$ cat src/rtl/norm_pipe_pkg.sv
// Shared types and width helpers for the two-stage left-normaliser.
package norm_pipe_pkg;

    localparam int NORM_W = 32;

    // Width of a shift count that can hold any value 0..w-1, never narrower than one bit.
    function automatic int shift_w(input int w);
        return (w < 2) ? 1 : $clog2(w);
    endfunction

    localparam int NORM_SHIFT_W = shift_w(NORM_W);

    typedef struct packed {
        logic [NORM_W-1:0]       data;
        logic [NORM_SHIFT_W-1:0] shift;
        logic                    zero;
    } norm_result_t;

endpackage

$ cat src/rtl/norm_pipe_if.sv
// Valid/ready bundles for the normaliser: word in on one side, normalised result out on the other.
import norm_pipe_pkg::*;

interface norm_pipe_in_if #(
    parameter int W = NORM_W
);
    logic         i_vld;
    logic [W-1:0] i_data;
    logic         o_rdy;

    modport master (output i_vld, output i_data, input o_rdy);
    modport slave  (input i_vld, input i_data, output o_rdy);
endinterface

interface norm_pipe_out_if #(
    parameter int W       = NORM_W,
    parameter int SHIFT_W = shift_w(W)
);
    logic               o_vld;
    logic [W-1:0]       o_data;
    logic [SHIFT_W-1:0] o_shift;
    logic               o_zero;
    logic               i_rdy;

    modport master (output o_vld, output o_data, output o_shift, output o_zero, input i_rdy);
    modport slave  (input o_vld, input o_data, input o_shift, input o_zero, output i_rdy);
endinterface

$ cat src/rtl/norm_pipe_lzd.sv
// Leading-bit detector: onehot_o[k] marks the k-th scanned bit that is the first match.
// Scan starts at the MSB unless FROM_LSB; matches ones unless DETECT_ZERO.
module norm_pipe_lzd #(
    parameter int W           = 32,
    parameter bit FROM_LSB    = 1'b0,
    parameter bit DETECT_ZERO = 1'b0
) (
    input  logic [W-1:0] data_i,
    output logic [W-1:0] onehot_o
);

    // First-match priority scan; position k counts how many bits precede the match.
    always_comb begin
        logic found_s;
        logic bit_s;
        found_s  = 1'b0;
        bit_s    = 1'b0;
        onehot_o = '0;
        for (int k = 0; k < W; k++) begin
            bit_s       = data_i[FROM_LSB ? k : (W - 1 - k)] ^ DETECT_ZERO;
            onehot_o[k] = bit_s & ~found_s;
            found_s     = found_s | bit_s;
        end
    end

endmodule

$ cat src/rtl/norm_pipe_onehot_enc.sv
// One-hot to binary encoder in OR-reduction form; an all-zero input encodes to 0.
import norm_pipe_pkg::*;

module onehot_enc #(
    parameter int W  = 32,
    parameter int BW = shift_w(W)
) (
    input  logic [W-1:0]  onehot_i,
    output logic [BW-1:0] bin_o
);

    // Bit b of the index is the OR of every one-hot line whose position has bit b set.
    always_comb begin
        bin_o = '0;
        for (int b = 0; b < BW; b++) begin
            for (int i = 0; i < W; i++) begin
                bin_o[b] = bin_o[b] | (onehot_i[i] & 1'(i >> b));
            end
        end
    end

endmodule

$ cat src/rtl/norm_pipe.sv
// Two-stage left-normaliser: S1 captures word, leading-zero count and zero flag; S2 shifts.
// Define NORM_PIPE_PERF_EN to add output-transfer and zero-word counters.
module norm_pipe
    import norm_pipe_pkg::*;
#(
    parameter int W = NORM_W
) (
    input  logic            clk,
    input  logic            rst,
    norm_pipe_in_if.slave   in_if,
    norm_pipe_out_if.master out_if
`ifdef NORM_PIPE_PERF_EN
    ,
    output logic [31:0]     o_perf_cnt,
    output logic [31:0]     o_zero_cnt
`endif
);

    localparam int SHIFT_W = shift_w(W);

    typedef struct packed {
        logic [W-1:0]       data;
        logic [SHIFT_W-1:0] shift;
        logic               zero;
    } stage_t;

    logic [W-1:0]       lead_oh_s;
    logic [SHIFT_W-1:0] lead_cnt_s;

    logic s1_vld_q, s1_vld_d;
    logic s2_vld_q, s2_vld_d;
    stage_t s1_q, s1_d;
    stage_t s2_q, s2_d;

    logic s1_load_s, s2_load_s, out_xfer_s;

    norm_pipe_lzd #(
        .W           (W),
        .FROM_LSB    (1'b0),
        .DETECT_ZERO (1'b0)
    ) u_lzd (
        .data_i   (in_if.i_data),
        .onehot_o (lead_oh_s)
    );

    onehot_enc #(
        .W  (W),
        .BW (SHIFT_W)
    ) u_enc (
        .onehot_i (lead_oh_s),
        .bin_o    (lead_cnt_s)
    );

    // S2 drains on i_rdy, so S1 may refill in the same cycle it hands its word forward.
    always_comb begin
        s2_load_s  = s1_vld_q & (~s2_vld_q | out_if.i_rdy);
        s1_load_s  = in_if.i_vld & (~s1_vld_q | s2_load_s);
        out_xfer_s = s2_vld_q & out_if.i_rdy;
    end

    assign in_if.o_rdy    = ~s1_vld_q | ~s2_vld_q | out_if.i_rdy;
    assign out_if.o_vld   = s2_vld_q;
    assign out_if.o_data  = s2_q.data;
    assign out_if.o_shift = s2_q.shift;
    assign out_if.o_zero  = s2_q.zero;

    // S1 next state: capture the incoming word with its count, or empty once S2 takes it.
    always_comb begin
        s1_d     = s1_q;
        s1_vld_d = s1_vld_q;
        if (s1_load_s) begin
            s1_vld_d   = 1'b1;
            s1_d.data  = in_if.i_data;
            s1_d.shift = lead_cnt_s;
            s1_d.zero  = ~|in_if.i_data;
        end else if (s2_load_s) begin
            s1_vld_d = 1'b0;
        end else begin
            s1_vld_d = s1_vld_q;
        end
    end

    // S2 next state: a zero word has count 0, so the shift leaves it zero.
    always_comb begin
        s2_d     = s2_q;
        s2_vld_d = s2_vld_q;
        if (s2_load_s) begin
            s2_vld_d   = 1'b1;
            s2_d.data  = s1_q.data << s1_q.shift;
            s2_d.shift = s1_q.shift;
            s2_d.zero  = s1_q.zero;
        end else if (out_if.i_rdy) begin
            s2_vld_d = 1'b0;
        end else begin
            s2_vld_d = s2_vld_q;
        end
    end

    // Pipeline registers; reset empties both stages and clears the output word.
    always_ff @(posedge clk) begin
        if (rst) begin
            s1_vld_q <= 1'b0;
            s2_vld_q <= 1'b0;
            s1_q     <= '0;
            s2_q     <= '0;
        end else begin
            s1_vld_q <= s1_vld_d;
            s2_vld_q <= s2_vld_d;
            s1_q     <= s1_d;
            s2_q     <= s2_d;
        end
    end

`ifdef NORM_PIPE_PERF_EN
    logic [31:0] perf_cnt_q, perf_cnt_d;
    logic [31:0] zero_cnt_q, zero_cnt_d;

    // Free-running wrap-around counters of output transfers and of zero results among them.
    always_comb begin
        perf_cnt_d = perf_cnt_q;
        zero_cnt_d = zero_cnt_q;
        if (out_xfer_s) begin
            perf_cnt_d = perf_cnt_q + 32'd1;
            zero_cnt_d = zero_cnt_q + {31'd0, s2_q.zero};
        end else begin
            perf_cnt_d = perf_cnt_q;
            zero_cnt_d = zero_cnt_q;
        end
    end

    // Counter registers.
    always_ff @(posedge clk) begin
        if (rst) begin
            perf_cnt_q <= 32'd0;
            zero_cnt_q <= 32'd0;
        end else begin
            perf_cnt_q <= perf_cnt_d;
            zero_cnt_q <= zero_cnt_d;
        end
    end

    assign o_perf_cnt = perf_cnt_q;
    assign o_zero_cnt = zero_cnt_q;
`endif

endmodule
$ cat src/flat_wrapper.sv
// flat-port wrapper written by rule: the top's interface ports become plain ports
module norm_pipe_flat import norm_pipe_pkg::*;
#(
    parameter int W = NORM_W
)
  (clk, rst, in_if_i_vld, in_if_i_data, in_if_o_rdy, out_if_o_vld, out_if_o_data, out_if_o_shift, out_if_o_zero, out_if_i_rdy);
  norm_pipe_in_if #(.W(W)) in_if_i ();
  norm_pipe_out_if #(.W(W)) out_if_i ();
  input  logic clk;
  input  logic rst;
  input wire logic [$bits(in_if_i.i_vld)-1:0] in_if_i_vld;
  input wire logic [$bits(in_if_i.i_data)-1:0] in_if_i_data;
  output wire logic [$bits(in_if_i.o_rdy)-1:0] in_if_o_rdy;
  output wire logic [$bits(out_if_i.o_vld)-1:0] out_if_o_vld;
  output wire logic [$bits(out_if_i.o_data)-1:0] out_if_o_data;
  output wire logic [$bits(out_if_i.o_shift)-1:0] out_if_o_shift;
  output wire logic [$bits(out_if_i.o_zero)-1:0] out_if_o_zero;
  input wire logic [$bits(out_if_i.i_rdy)-1:0] out_if_i_rdy;
  assign in_if_i.i_vld = in_if_i_vld;
  assign in_if_i.i_data = in_if_i_data;
  assign in_if_o_rdy = in_if_i.o_rdy;
  assign out_if_o_vld = out_if_i.o_vld;
  assign out_if_o_data = out_if_i.o_data;
  assign out_if_o_shift = out_if_i.o_shift;
  assign out_if_o_zero = out_if_i.o_zero;
  assign out_if_i.i_rdy = out_if_i_rdy;
  norm_pipe #(.W(W)) u_core (.clk(clk), .rst(rst), .in_if(in_if_i), .out_if(out_if_i));
endmodule
$ cat config.mk
export PLATFORM = sky130hd
export DESIGN_NAME = norm_pipe_flat
export DESIGN_NICKNAME = d
export VERILOG_FILES = /design/src/rtl/norm_pipe_pkg.sv /design/src/rtl/norm_pipe_if.sv /design/src/rtl/norm_pipe_lzd.sv /design/src/rtl/norm_pipe_onehot_enc.sv /design/src/rtl/norm_pipe.sv /design/src/flat_wrapper.sv
export SDC_FILE = /design/constraint.sdc
export NUM_CORES = 1
export LEC_CHECK = 0
export CORE_MARGIN = 4
export CORE_UTILIZATION = 58
export CTS_CLUSTER_DIAMETER = 200
export DETAILED_ROUTE_END_ITERATION = 10
export GPL_ROUTABILITY_DRIVEN = 1
export PLACE_DENSITY_LB_ADDON = 0.05
export SLEW_MARGIN = 20
export SYNTH_ARGS = -nofsm -noshare
export SYNTH_HDL_FRONTEND = slang
export SYNTH_SLANG_ARGS = --single-unit
export TNS_END_PERCENT = 100
$ cat constraint.sdc
create_clock -name clk -period 4.6 [get_ports clk]
set_clock_uncertainty 0.05 [all_clocks]
set_input_delay 1.15 -clock clk [delete_from_list [all_inputs] [get_ports clk]]
set_output_delay 1.15 -clock clk [all_outputs]
set_load 0.005 [all_outputs]
== Word level (Yosys, flattened, before mapping) ==
Index checks and enable logic that the tools add are counted.
Word-level totals
  register bits after elaboration: 78
  bits of input ports: 36
  output and inout bits: 40
  logic and storage cells: 192
Cells by class
  shifts and indexed selects: 1
  muxes and demuxes: 4
  bitwise gates (word level): 175
  reduce and logical (&&, ||, !) cells: 4
Operators with widths (number)
  $or A1 B1 Y1: 109
  $and A1 B1 Y1: 33
  $not A1 Y1: 33
  $reduce_or A32 Y1: 1
  $shl A32 B5 Y32: 1
  $mux W1: 4
  $reduce_bool A2 Y1: 2
  $logic_not A1 Y1: 1

== Logic depth before layout (Yosys ltp) ==
  word-level depth: 33
  gate-level depth with buffers: 9
  depth with buffers taken out: 6

== By module ==
From an unflattened synthesis, not the netlist that was laid out.
Unflattened totals
  cell total of the unflattened synthesis: 607
  area, all modules: 5479.0 um^2
Modules (own cells, without submodules)
  norm_pipe: times used 1, cells each 520, area an instance 4845.9 um^2, sequential area each 1561.5 um^2
  norm_pipe_lzd: times used 1, cells each 64, area an instance 479.2 um^2, sequential area each 0.0 um^2
  onehot_enc: times used 1, cells each 23, area an instance 153.9 um^2, sequential area each 0.0 um^2

== Worst setup path after synthesis ==
Ideal clock, no wire load.
  path type: input to register
  start point: input in_if_i_data[31]
  end point: register u_core.s1_q[2] (netlist bit)
  setup time: 0.088 ns
  arrival time: 2.474 ns
  required time: 4.462 ns
  slack: 1.988 ns
  stages on the path: 6
  path buffers: 0
  path through: or4_4 -> nor4_4 -> nand3b_2 -> nor2_4 -> o311ai_1 -> a311oi_2
Between the ends
  cells in the longest elaborated chain, start to end: 33
  elaborated cells on any way between the ends: 77
  classes of those cells: bitwise (77)
Ends and longest elaborated chain
  start: declaration: RTL line flat_wrapper.sv:12  | input wire logic [$bits(in_if_i.i_data)-1:0] in_if_i_data;
  $or A1 B1 Y1 (*): RTL line norm_pipe_lzd.sv:22  | found_s = found_s | bit_s;
  $or A1 B1 Y1 (28 in series): RTL line norm_pipe_lzd.sv:22
  $not A1 Y1 / $or A1 B1 Y1 (equally long branches): RTL line norm_pipe_lzd.sv:21, norm_pipe_lzd.sv:22
  $and A1 B1 Y1 / $not A1 Y1 (equally long branches): RTL line norm_pipe_lzd.sv:21  | onehot_o[k] = bit_s & ~found_s;
  $or A1 B1 Y1 / $and A1 B1 Y1 (equally long branches): RTL line norm_pipe_onehot_enc.sv:17, norm_pipe_lzd.sv:21
  $or A1 B1 Y1 (*): RTL line norm_pipe_onehot_enc.sv:17  | bin_o[b] = bin_o[b] | (onehot_i[i] & 1'(i >> b));
  end signal: assignment: RTL line norm_pipe.sv:104  | s1_q <= '0;
  end signal: assignment: RTL line norm_pipe.sv:109  | s1_q <= s1_d;
  end: declaration: RTL line norm_pipe.sv:32  | stage_t s1_q, s1_d;
Mark *: on every way between the ends. The rest lies on a longest branch, timed or not.
A chain may end at the register's enable or synchronous reset.

== Final worst setup path ==
  start point: input out_if_i_rdy
  end point: output in_if_o_rdy
Between the ends
  cells in the longest elaborated chain, start to end: 1
Ends and longest elaborated chain
  start: declaration: RTL line flat_wrapper.sv:18  | input wire logic [$bits(out_if_i.i_rdy)-1:0] out_if_i_rdy;
  $or A1 B1 Y1: RTL line norm_pipe.sv:61  | assign in_if.o_rdy = ~s1_vld_q | ~s2_vld_q | out_if.i_rdy;
  end: declaration: RTL line flat_wrapper.sv:13  | output wire logic [$bits(in_if_i.o_rdy)-1:0] in_if_o_rdy;
Every way passes these cells.

==> flow_metrics.env <==
export IMPL_root_buffer="clkbuf_8"
export IMPL_layout_drive_gt1_share=0.119
export IMPL_worst_slack_ns=1.08
export IMPL_cts_tree="yes"
export IMPL_vias=4440
export IMPL_hold_ws_ns=0.406
export IMPL_worstSetupPathType="input port to primary output"
export IMPL_clockBufferDepth=2
export IMPL_cts_buffers=9
export IMPL_hold_viol=0
export IMPL_wire_per_inst_um=16.3
export IMPL_synth_edf_count=0
export IMPL_fmax_mhz=284
export IMPL_grt_start_max_net_pins=41
export IMPL_yosysTopAreaCell="dfxtp_1"
export IMPL_core_area_um2=7770
export IMPL_die_h_um=97.6
export IMPL_yosys_warnings=0
export IMPL_grt_total_usage=0.249
export IMPL_grt_pass1_vias=4034
export IMPL_routed_wirelength_um=11900
export IMPL_p_leak_uw=0.00195
export IMPL_drtPass1Iterations=5
export IMPL_worstReg2RegStart="u_core.s1_q[1]"
export IMPL_grt_remaining_overflow=0
export IMPL_endpoint_kind="primary output"
export IMPL_post_cts_buffers=0
export IMPL_setup_violations=0
export IMPL_clkLatencyLatePin_ns=0.35
export IMPL_yosysMostFrequentCell="nand2_1"
export IMPL_cts_sinks=78
export IMPL_pin_count=76
export IMPL_place_gp_congestion=0.962
export IMPL_hold_end="u_core.out_if.o_data[14]"
export IMPL_met1_usage=0.334
export IMPL_period_minus_slack_ns=3.52
export IMPL_synth_area_leaders="dfxtp_1 34%, nand2_1 10%, mux4_2 9.2%"
export IMPL_ys_top_cells_by_count="126 x nand2_1, 78 x dfxtp_1, 64 x a21oi_1"
export IMPL_dr_first_iter_drc_count=343
export IMPL_antenna_found_initial=0
export IMPL_synth_cells=569
export IMPL_synth_ff_type="dfxtp_1"
export IMPL_detailedPlace_worstSlack_ns=1.08
export IMPL_hold_buffers=0
export IMPL_top_usage_layer="met2"
export IMPL_ys_async_sr_fraction=0
export IMPL_yosysTopAreaCellShare=0.335
export IMPL_drtAntennaViolNets=0
export IMPL_hold_path_depth=2
export IMPL_dieWidth_um=97.6
export IMPL_power_density_nw_per_um2=287
export IMPL_core_rowCount=32
export IMPL_p_comb_frac=0.187
export IMPL_h_tree_depth=3
export IMPL_cp_arrival_ns=2.32
export IMPL_p_int_uw=1170
export IMPL_area_growth_pct=20.9
export IMPL_period_share=0.764
export IMPL_dp_hpwl_um=8840
export IMPL_reg2reg_slack_ns=2.00
export IMPL_rr_worst_depth=4
export IMPL_drc=0
export IMPL_status="completed"
export IMPL_start_util=0.600
export IMPL_maxSlewHeadroom=0.373
export IMPL_avgSynthCellArea_um2=8.19
export IMPL_vdd_ir_drop_max_mv=0.164
export IMPL_ys_ff_latch=78
export IMPL_p_sw_uw=449
export IMPL_hp_class="flip-flop to flip-flop"
export IMPL_nets=659
export IMPL_tns_ns=0
export IMPL_synth_distinct_cells=57
export IMPL_netSwitchingFraction=0.278
export IMPL_path_max_fanout=6
export IMPL_clk_pin_slew_ns=0.08
export IMPL_required_ns=3.40
export IMPL_grt_pass1_wl_um=19600
export IMPL_max_cap_violations=0
export IMPL_grt_use_met3=0.0581
export IMPL_fillCellCount=635
export IMPL_synth_cell_area_um2=4660
export IMPL_rsz0062_at_grt="false"
export IMPL_tightest_slew_ns=0.939
export IMPL_seq_area_frac_synth=0.335
export IMPL_syn_num_nets=605
export IMPL_rr_endpoint="u_core.out_if.o_data[31]"
export IMPL_grt_use_met2=0.397
export IMPL_port_buffers=75
export IMPL_dieArea_um2=9530
export IMPL_startpoint_type="input port"
export IMPL_drv_slew=0
export IMPL_via_per_inst=6.08
export IMPL_p_seq_frac=0.458
export IMPL_power_frac_clock=0.355
export IMPL_dp_cells=714
export IMPL_antenna_cells=0
export IMPL_min_delay_start="u_core.out_if.o_data[14]"
export IMPL_ctsResizeCount=0
export IMPL_layout_cells_non_filler=730
[cell usage in the layout, fill, tap and decap left out, types with 3 or more instances in the layout]
cell type / Yosys / routed
clkdlybuf4s50_1: 0 / 74
dfxtp_1: 78 / 77
nand2b_1: 4 / 4
a222oi_1: 4 / 4
nor4_1: 4 / 4
o21ai_0: 29 / 29
mux2_2: 15 / 15
or4_1: 3 / 3
a211oi_1: 4 / 4
a22o_1: 4 / 4
buf_4: 2 / 11
mux4_2: 19 / 19
a22oi_1: 17 / 17
inv_1: 11 / 11
o22ai_1: 9 / 9
a21oi_1: 64 / 64
and3_1: 4 / 4
nor3_1: 8 / 8
clkbuf_8: 0 / 10
a31oi_1: 6 / 6
nor2b_1: 4 / 4
o21bai_1: 3 / 3
mux2i_1: 28 / 28
nand2_1: 126 / 126
nor2_1: 38 / 38
o211ai_1: 8 / 8
[sequential cells by signal, summed over array words and instances, names as in the netlist]
| register | count |
|---|---|
| u_core.out_if.o_shift | 5 |
| u_core.s1_q | 38 |
| u_core.s1_vld_q | 1 |
| u_core.out_if.o_vld | 1 |
| u_core.out_if.o_zero | 1 |
| u_core.out_if.o_data | 32 |
[power groups by stage]
stage | Combinational, uW | Sequential, uW | Clock, uW
detailed placement | 297 | 755 | 0
finish | 302 | 739 | 573
CTS | 299 | 738 | 576
global route | 329 | 745 | 616
floorplan | 200 | 740 | 0
global placement | 292 | 753 | 0
[how the worst max path moves through the flow]
| stage | from | end | slack [ns] |
|---|---|---|---|
| floorplan | in_if_i_data[31] | u_core.s1_q[2] | 1.99 |
| global placement | out_if_i_rdy | in_if_o_rdy | 1.09 |
| detailed placement | out_if_i_rdy | in_if_o_rdy | 1.08 |
| CTS | out_if_i_rdy | in_if_o_rdy | 1.08 |
| global route | out_if_i_rdy | in_if_o_rdy | 1.02 |
| finish | out_if_i_rdy | in_if_o_rdy | 1.08 |
[stage by stage]
stage / util / total power [uW] / area [um^2]
floorplan: - / 939 / 4660
global placement: 0.697 / 1040 / 5410
detailed placement: 0.697 / 1050 / 5410
CTS: 0.726 / 1610 / 5640
global route: 0.726 / 1690 / 5640
finish: 0.726 / 1610 / 5640
[routing by layer]
layer  routed length [um]  part of all wire  vias up
met5                    0                 0        -
met4                  288             0.024        0
met2                 5540              0.47      179
li1                     -                 -     2174
met1                 5150              0.43     2057
met3                  906             0.076       30
[critical path, cell delays in order]
cell	delay (ns)
clkdlybuf4s50_1	0.45
nor2b_4	0.18
nand2_1	0.09
clkdlybuf4s50_1	0.45
[logic make-up after synthesis]
group / share of synthesized area
AND/OR/NAND/NOR: 0.200
AO/OA/AOI/OAI: 0.222
flip-flops: 0.335
multiplexers: 0.188
buffers and inverters: 0.0542
[cell type report]
class,instances,area (um^2),area share
clock buffer,10,138,0.0244
tap,102,128,0.0226
timing repair buffer,86,828,0.147
clock inverter,6,85.1,0.0151
inverter,12,45.0,0.00799
multi-input combinational,436,2850,0.506
sequential,78,1560,0.277
(Power assumes the default switching activity.)
